[config.mk]
export PLATFORM = sky130hd
export DESIGN_NAME = regdst_write_arbiter
export DESIGN_NICKNAME = d
export VERILOG_FILES = /design/src/rtl/regdst_write_arbiter.sv
export SDC_FILE = /design/constraint.sdc
export NUM_CORES = 1
export LEC_CHECK = 0
export BUFFER_PORTS_ARGS = -buffer_cell sky130_fd_sc_hd__buf_2
export CAP_MARGIN = 0
export CORE_ASPECT_RATIO = 2
export CORE_MARGIN = 5
export CORE_UTILIZATION = 35
export CTS_BUF_LIST = sky130_fd_sc_hd__clkbuf_16
export DETAILED_ROUTE_END_ITERATION = 16
export PLACE_DENSITY = 0.76
export SLEW_MARGIN = 0
export SYNTH_ARGS = -nofsm -noshare
export SYNTH_HDL_FRONTEND = slang
export SYNTH_SLANG_ARGS = --single-unit
[constraint.sdc]
create_clock -name clk -period 2.7 [get_ports clk]
set_input_delay 0.27 -clock clk [delete_from_list [all_inputs] [get_ports clk]]
set_output_delay 0.27 -clock clk [all_outputs]
set_load 0.02 [all_outputs]
[src/rtl/regdst_write_arbiter.sv]
// Round-robin arbiter sharing the register-file write port between the ALU (req0)
// and load-return (req1) write-back paths; address, data, select and enable are registered.
module regdst_write_arbiter #(
    parameter int ADDR_WIDTH = 5,
    parameter int DATA_WIDTH = 32,
    parameter int CNT_WIDTH  = 8
) (
    input  logic                  clk,
    input  logic                  rst_n,
    input  logic                  req0_valid,
    input  logic [ADDR_WIDTH-1:0] req0_addr,
    input  logic [DATA_WIDTH-1:0] req0_data,
    output logic                  req0_ready,
    input  logic                  req1_valid,
    input  logic [ADDR_WIDTH-1:0] req1_addr,
    input  logic [DATA_WIDTH-1:0] req1_data,
    output logic                  req1_ready,
    input  logic                  wb_stall,
    output logic                  mux_select,
    output logic [ADDR_WIDTH-1:0] write_addr,
    output logic [DATA_WIDTH-1:0] write_data,
    output logic                  reg_write,
    output logic [CNT_WIDTH-1:0]  zero_drops
);

    logic                  grant0, grant1, xfer;
    logic [ADDR_WIDTH-1:0] sel_addr;
    logic [DATA_WIDTH-1:0] sel_data;

    logic                  reg_write_q, reg_write_d;
    logic                  mux_select_q, mux_select_d;
    logic                  last_grant_q, last_grant_d;
    logic [ADDR_WIDTH-1:0] write_addr_q, write_addr_d;
    logic [DATA_WIDTH-1:0] write_data_q, write_data_d;
    logic [CNT_WIDTH-1:0]  zero_drops_q, zero_drops_d;

    // Readies stay low during reset so nothing is accepted into a clearing pipeline.
    always_comb begin
        grant0 = 1'b0;
        grant1 = 1'b0;
        if (rst_n && !wb_stall) begin
            if (req0_valid && (!req1_valid || last_grant_q))
                grant0 = 1'b1;
            else if (req1_valid)
                grant1 = 1'b1;
        end
        xfer     = grant0 | grant1;
        sel_addr = grant1 ? req1_addr : req0_addr;
        sel_data = grant1 ? req1_data : req0_data;
    end

    // State register: reg_write doubles as the IDLE/WRITE state bit.
    always_ff @(posedge clk or negedge rst_n) begin
        if (!rst_n) begin
            reg_write_q  <= 1'b0;
            mux_select_q <= 1'b0;
            last_grant_q <= 1'b1;
            write_addr_q <= '0;
            write_data_q <= '0;
            zero_drops_q <= '0;
        end else begin
            reg_write_q  <= reg_write_d;
            mux_select_q <= mux_select_d;
            last_grant_q <= last_grant_d;
            write_addr_q <= write_addr_d;
            write_data_q <= write_data_d;
            zero_drops_q <= zero_drops_d;
        end
    end

    // Next state: a stall freezes the presented write, including its enable.
    always_comb begin
        reg_write_d = reg_write_q;
        if (xfer)
            reg_write_d = (sel_addr != '0);
        else if (!wb_stall)
            reg_write_d = 1'b0;
    end

    // Datapath registers; writes to register 0 are dropped and counted.
    always_comb begin
        mux_select_d = mux_select_q;
        last_grant_d = last_grant_q;
        write_addr_d = write_addr_q;
        write_data_d = write_data_q;
        zero_drops_d = zero_drops_q;
        if (xfer) begin
            mux_select_d = grant1;
            last_grant_d = grant1;
            write_addr_d = sel_addr;
            write_data_d = sel_data;
            if (sel_addr == '0 && !(&zero_drops_q))
                zero_drops_d = zero_drops_q + CNT_WIDTH'(1);
        end
    end

    assign req0_ready = grant0;
    assign req1_ready = grant1;
    assign mux_select = mux_select_q;
    assign write_addr = write_addr_q;
    assign write_data = write_data_q;
    assign reg_write  = reg_write_q;
    assign zero_drops = zero_drops_q;

endmodule

==> results of run 1 <==
## through the flow
step	area, µm²	hold slack (ns)	worst slack (ns)
6_report	3060	0.0142	0.854
2_1_floorplan	2160	-0.0256	0.905
3_3_place_gp	2900	0.322	0.830
3_5_place_dp	2900	0.325	0.802
4_1_cts	3060	0.0202	0.822
5_1_grt	3060	0.0266	0.746
## metal layers
metal | share of wire | up-vias
met5 | 0 | -
met4 | 0.032 | 0
met3 | 0.062 | 17
met2 | 0.56 | 97
met1 | 0.34 | 987
li1 | - | 962
## logic make-up after synthesis
kind of cell	Yosys count	share of synthesized area
muxes	7	0.0371
xor gates and xnor gates	6	0.0243
buffers and inverters	45	0.0794
DFF	48	0.557
and+or+nand+nor	29	0.0846
adders and majority gates	1	0.00580
AOI/OAI and AO/OA	50	0.212
## cell usage after synthesis (2+ instances only)
| master | count | area [µm²] |
|---|---|---|
| dfrtp_1 | 47 | 1180 |
| inv_1 | 33 | 124 |
| a222oi_1 | 32 | 320 |
| clkbuf_1 | 10 | 37.5 |
| nand2_1 | 8 | 30.0 |
| xnor2_1 | 6 | 52.6 |
| mux2i_1 | 5 | 50.1 |
| o21ai_1 | 5 | 25.0 |
| nor2_1 | 3 | 11.3 |
| nor3_1 | 3 | 15.0 |
| o211ai_1 | 3 | 22.5 |
| and3_1 | 2 | 12.5 |
| buf_2 | 2 | 10.0 |
| mux2_4 | 2 | 30.0 |
| nand3_1 | 2 | 10.0 |
| o2111ai_1 | 2 | 17.5 |
## state kept, by name, indices dropped and copies added (netlist names)
name and cells:
write_data 32, zero_drops 8, write_addr 5, last_grant_q 1, mux_select 1, reg_write 1
## area by class of cell
cell class / instances / area share
clock inverter: 3 / 0.0127
multi-input combinational: 93 / 0.260
timing repair buffer: 135 / 0.227
tap: 63 / 0.0258
clock buffer: 5 / 0.0409
inverter: 33 / 0.0405
sequential: 48 / 0.393
## worst max-delay path: cells and delay by family, from the launching register on
family	cells	cell delay, ns
buffers and inverters	2	0.49
and+or+nand+nor	2	0.41
DFF	1	0.38
## placed cells by master, fill, tap and decap left out, types with 2 or more instances in the layout
| master | n |
|---|---|
| a222oi_1 | 32 |
| and3_1 | 2 |
| buf_2 | 127 |
| buf_4 | 8 |
| clkbuf_16 | 5 |
| dfrtp_1 | 47 |
| inv_1 | 34 |
| mux2_4 | 2 |
| mux2i_1 | 5 |
| nand2_1 | 8 |
| nand3_1 | 2 |
| nor2_1 | 2 |
| nor3_1 | 3 |
| o2111ai_1 | 2 |
| o211ai_1 | 3 |
| o21ai_1 | 5 |
| xnor2_1 | 6 |
## worst paths after layout
| check | depth (start not counted) | to |
|---|---|---|
| max | 4 | req1_ready |
| min | 2 | zero_drops[2] |
| max reg2reg | 5 | zero_drops[1] |
| min reg2reg | 1 | mux_select |
| max in group asynchronous | 2 | write_data[21] |
| min in group clk | 3 | write_data[3] |
## power by group through the flow
stage	combinational, mW	sequential [mW]	clock [mW]
after floorplan	0.158	1.06	0
after detailed placement	0.554	0.921	0
after global placement	0.544	0.916	0
after global routing	0.592	0.928	0.730
after CTS	0.554	0.909	0.698
final	0.545	0.909	0.673
==> key figures, run 1 <==
Logic synthesis
  • Ys flop type: dfrtp_1
  • Post-synthesis cell count: roughly 190
  • Netlist cell types: 37
  • FFs w/ async S/R, synth: 1.00
  • Post-synth EDFFs: 0
  • Yosys reg bits: between 40 and 50
  • Syn_area_per_cell: ~12 µm²
  • Post-Synthesis Cell Area: approximately 2200 µm²
  • Post-synthesis sequential area ratio: 0.557
  • Post-Syn Nets: 266
  • YS warnings: 0

Timing
  • Final setup TNS: 0 ns
  • Tmin final: about 1.8 ns
  • Pins Over Slew Limit: 0
  • Slew of the pin with the lowest slew margin: approximately 0.48 ns
  • Fmax: approximately 540 MHz
  • Period utilisation layout: 0.684
  • RSZ-0062 raised after global routing: no
  • Hold Vio Cnt, Final: 0
  • Max-slew headroom: 0.677
  • Clk_skew: ~0.0046 ns
  • # setup viols final: 0

Setup path
  • Crit-path cells: and2_4, nor2_4, buf_4, buf_2
  • WP data arrival: around 1.6 ns
  • CP max FO: 18
  • Slowest CP cell: dfstp_2
  • Setup crit end kind: primary output
  • CP required: 2.43 ns
  • Critical R2R Launch: zero_drops[0]
  • Critical Path Start: last_grant_q
  • Startpoint types: flop
  • R2R Setup Slk: between 0.8 and 0.9 ns
  • CP Class: flop to primary output
  • Critical path's largest stage delay: around 0.38 ns

Clocking
  • CTS tree: done
  • Max clock buf depth: 2
  • Clk root buf: clkbuf_16
  • Worst skew pair latency: between 0.2 and 0.3 ns
  • PostCTS Resize Cnt: 0
  • Clk pin slew, worst setup/hold paths: about 0.060 ns
  • Cts hold-fix bufs: 0
  • Num CTS Buffers: 5
  • H-tree Lvls: 2
  • Clock Sink Count: 48
  • Post-CTS Setup Bufs: 0

Run status
  • Status: finished, final reports clean

Global route
  • Global routing met3 resource utilization: 0.0315
  • First-pass GRT wire length: ~9400 µm
  • GR Util met2: 0.285
  • GRT Total Usage: 0.151
  • Grt total ovfl: 0
  • Initial antenna violation count: 0
  • Vias in the first global route: between 2000 and 2500
  • Pin count of the biggest net entering global routing: 29
  • Met1 Track Usage GR: 0.151
  • Global route hottest layer: met2

Finish
  • Seq. cell area: approximately 1200 µm²
  • Area delta synth->final: 41.8%
  • Antenna fix cells: 0
  • Area occupied by multi-input gates: a little under 800 µm²
  • Layout cells sized above 1: 0.492
  • Fill cells: 570
  • Final nets: 396
  • Layout Cells excl Fill: 380
  • Post-Route Utilization: 0.510

Power
  • Clock share of power: 0.316
  • PnR Total Power: roughly 2.1 mW
  • Sequential share of power: 0.427
  • Cell Pwr Density: just under 700 nW/µm²
  • Maximum vdd drop: ~350 µV
  • Switching share of power: 0.301
  • Sw Pwr: between 600 and 700 µW
  • Power Internal: around 1.5 mW
  • Leakage power total: approximately 1.8 nW
  • Gate power share: 0.256

Floorplan
  • Die Y: 121 µm
  • Die W: around 66 µm
  • Ports: between 100 and 150
  • Row cnt: 40
  • Initial core utilization: 0.359
  • Core area: ~6000 µm²
  • Die area: between 7000 and 8000 µm²

Routing
  • DRC viols: 0
  • DR WL/cell: ~16 µm
  • DRT Pass-1 Iters: 7
  • 1st-iter DRT viols: 124
  • WL final: 5980 µm
  • Remaining antenna violation count: 0
  • Vias per std cell: between 5 and 6
  • Via count: between 2000 and 2500

Placement
  • Post-DP HPWL: 4830 µm
  • DP Cell Count: 372
  • GP Congestion: around 0.84
  • I/O Buffers: 127

Worst hold path
  • Worst hold path class: input port to asynchronous set/reset pin

Run
  • Max-cap violations: 0
(Power assumes the default switching activity.)
==> run 2: changes to the inputs <==
==> constraint.sdc (replaced) <==
create_clock -name clk -period 1.9 [get_ports clk]
set_input_delay 0.19 -clock clk [delete_from_list [all_inputs] [get_ports clk]]
set_output_delay 0.19 -clock clk [all_outputs]
set_load 0.02 [all_outputs]
==> run 2 against run 1 <==
Net effect:
- power up 43%
- sequential cell count unchanged
- non-clock buffer count up 2
- via count up 1.6%
- setup slack worse by 0.73 ns
- wire length up 4.9%
- die area unchanged
- sequential power up 42%
- critical endpoint is now zero_drops[7]
- highest routed layer unchanged
==> key figures, run 2 (synthesis results as in run 1) <==
Routing
  • Remaining antenna violation count: 0 (unchanged)
  • DRC viols: 0 (unchanged)
  • DRT Pass-1 Iters: 9 (+2)
  • DR WL/cell: 16.4 µm (+4.4%)
  • WL final: 6280 µm (+4.9%)
  • Via count: 2095 (+1.6%)
  • 1st-iter DRT viols: 139 (+12%)
  • Vias per std cell: 5.48 (+1.0%)

Placement
  • GP Congestion: 0.860 (+2.7%)
  • DP Cell Count: 373 (+0.27%)
  • Post-DP HPWL: 5010 µm (+3.9%)
  • I/O Buffers: 127 (unchanged)

Setup path
  • Worst r2r path cells: 5 (unchanged)
  • CP required: 2.07 ns (-0.36 ns)
  • WP data arrival: 1.95 ns (+0.37 ns)
  • Setup crit end kind: flop
  • Startpoint types: input port
  • CP max FO: 8 (-10)
  • Critical R2R Launch: zero_drops[0]
  • Worst r2r dst: zero_drops[1]
  • R2R Setup Slk: 0.15 ns (-0.73 ns)
  • CP Class: input port to flop

Power
  • Maximum vdd drop: 759 µV (+120%)
  • Leakage power total: 1.78 nW (+1.3%)
  • PnR Total Power: 3.04 mW (+43%)
  • Cell Pwr Density: 979 nW/µm² (+41%)

Clocking
  • Post-CTS Setup Bufs: 0 (unchanged)
  • Num CTS Buffers: 5 (unchanged)
  • Clk pin slew, worst setup/hold paths: 0.06 ns (about the same)
  • Max clock buf depth: 2 (unchanged)
  • Clock Sink Count: 48 (unchanged)
  • Worst skew pair latency: 0.28 ns (about the same)
  • H-tree Lvls: 2 (unchanged)
  • CTS tree: done
  • Clk root buf: clkbuf_16

Floorplan
  • Die area: 7930 µm² (unchanged)
  • Initial core utilization: 0.359 (unchanged)
  • Ports: 128 (unchanged)
  • Core area: 6010 µm² (unchanged)
  • Die Y: 121 µm (unchanged)
  • Row cnt: 40 (unchanged)
  • Die W: 65.5 µm (unchanged)

Timing
  • Max-slew headroom: 0.717 (+0.0401)
  • Hold Vio Cnt, Final: 0 (unchanged)
  • Pins Over Slew Limit: 0 (unchanged)
  • Period utilisation layout: 0.937
  • RSZ-0062 raised after global routing: no
  • Slew of the pin with the lowest slew margin: 0.421 ns (-0.0598 ns)
  • Clk_skew: 0.00492 ns (+0.000293 ns)
  • Fmax: about 560 MHz
  • # setup viols final: 0 (unchanged)
  • Final setup TNS: 0 ns (unchanged)
  • Tmin final: approximately 1.8 ns

Global route
  • Initial antenna violation count: 0 (unchanged)
  • Grt total ovfl: 0 (unchanged)
  • Vias in the first global route: 2193 (+2.0%)
  • GRT Total Usage: 0.160 (+0.00920)
  • Pin count of the biggest net entering global routing: 29 (unchanged)
  • First-pass GRT wire length: 9880 µm (+4.9%)

Finish
  • Max reg flops: 32 (unchanged)
  • Layout Cells excl Fill: 382 (+0.53%)
  • Area delta synth->final: 43.8%
  • Commonest non-fill, non-tap cell in the layout: buf_2
  • Layout cells sized above 1: 0.495 (+0.00318)
  • Final nets: 398 (+0.51%)
  • Antenna fix cells: 0 (unchanged)
  • Most frequent cells in the layout: buf_2, dfrtp_1, inv_1, a222oi_1
  • Post-Route Utilization: 0.517 (+0.00708)

Run
  • Max-cap violations: 0 (unchanged)

Worst hold path
  • Hold wc startpoint: req0_data[10]
  • Hold path depth: 3
  • Worst hold path class: input port to flop
  • Hold endpoint: write_data[10]

Run status
  • Status: finished, final reports clean
run 2: stage by stage:
| stage | area [µm²] | hold WS (ns) | setup slack, ns |
|---|---|---|---|
| 2_1_floorplan | 2160 | -0.106 | 0.105 |
| 3_3_place_gp | 2900 | 0.262 | 0.164 |
| 3_5_place_dp | 2900 | 0.268 | 0.0400 |
| 4_1_cts | 3080 | 0.126 | 0.0221 |
| 5_1_grt | 3100 | 0.131 | 0.0520 |
| 6_report | 3100 | 0.131 | 0.120 |
run 2: per-layer routing:
| metal | vias up | wire length, µm | GRT usage |
|---|---|---|---|
| met5 | - | 0 | 0 |
| met4 | 0 | 263 | 0.0961 |
| met3 | 20 | 379 | 0.0380 |
| met2 | 108 | 3520 | 0.290 |
| met1 | 1003 | 2110 | 0.160 |
| li1 | 964 | - | - |
run 2: layout make-up:
class / instances / area [µm²]
inverter: 33 / 124
timing repair buffer: 137 / 717
sequential: 48 / 1200
clock buffer: 5 / 125
tap: 63 / 78.8
fill: 547 / 2900
clock inverter: 3 / 38.8
multi-input combinational: 93 / 817
run 2: power by group:
group	leakage, nW	internal, mW	switching (mW)	total (mW)
Sequential	0.606	1.20	0.0932	1.29
Clock	0.0850	0.613	0.350	0.962
Combinational	1.08	0.307	0.480	0.787
run 2: critical path, stage by stage:
cell	delay, ns
dlygate4sd3_1	0.52
buf_2	0.17
nand3b_4	0.14
nor4_4	0.27
buf_4	0.21
o211ai_2	0.11
mux2_4	0.32
run 2: timing repair:
action / CTS / global route
hold buffers: 1 / 0
endpoints found under the setup margin: 0 / 5
resized for setup: 0 / 4
hold endpoints to repair: 32 / 0
run 2: worst max-delay path by stage:
stage,startpoint,end,slack [ns],cells after the start
floorplan,zero_drops[0],zero_drops[1],0.10,5
global placement,zero_drops[0],zero_drops[1],0.16,5
detailed placement,zero_drops[0],zero_drops[1],0.04,5
CTS,zero_drops[0],zero_drops[1],0.02,5
global route,rst_n,zero_drops[7],0.05,6
finish,rst_n,zero_drops[7],0.12,7
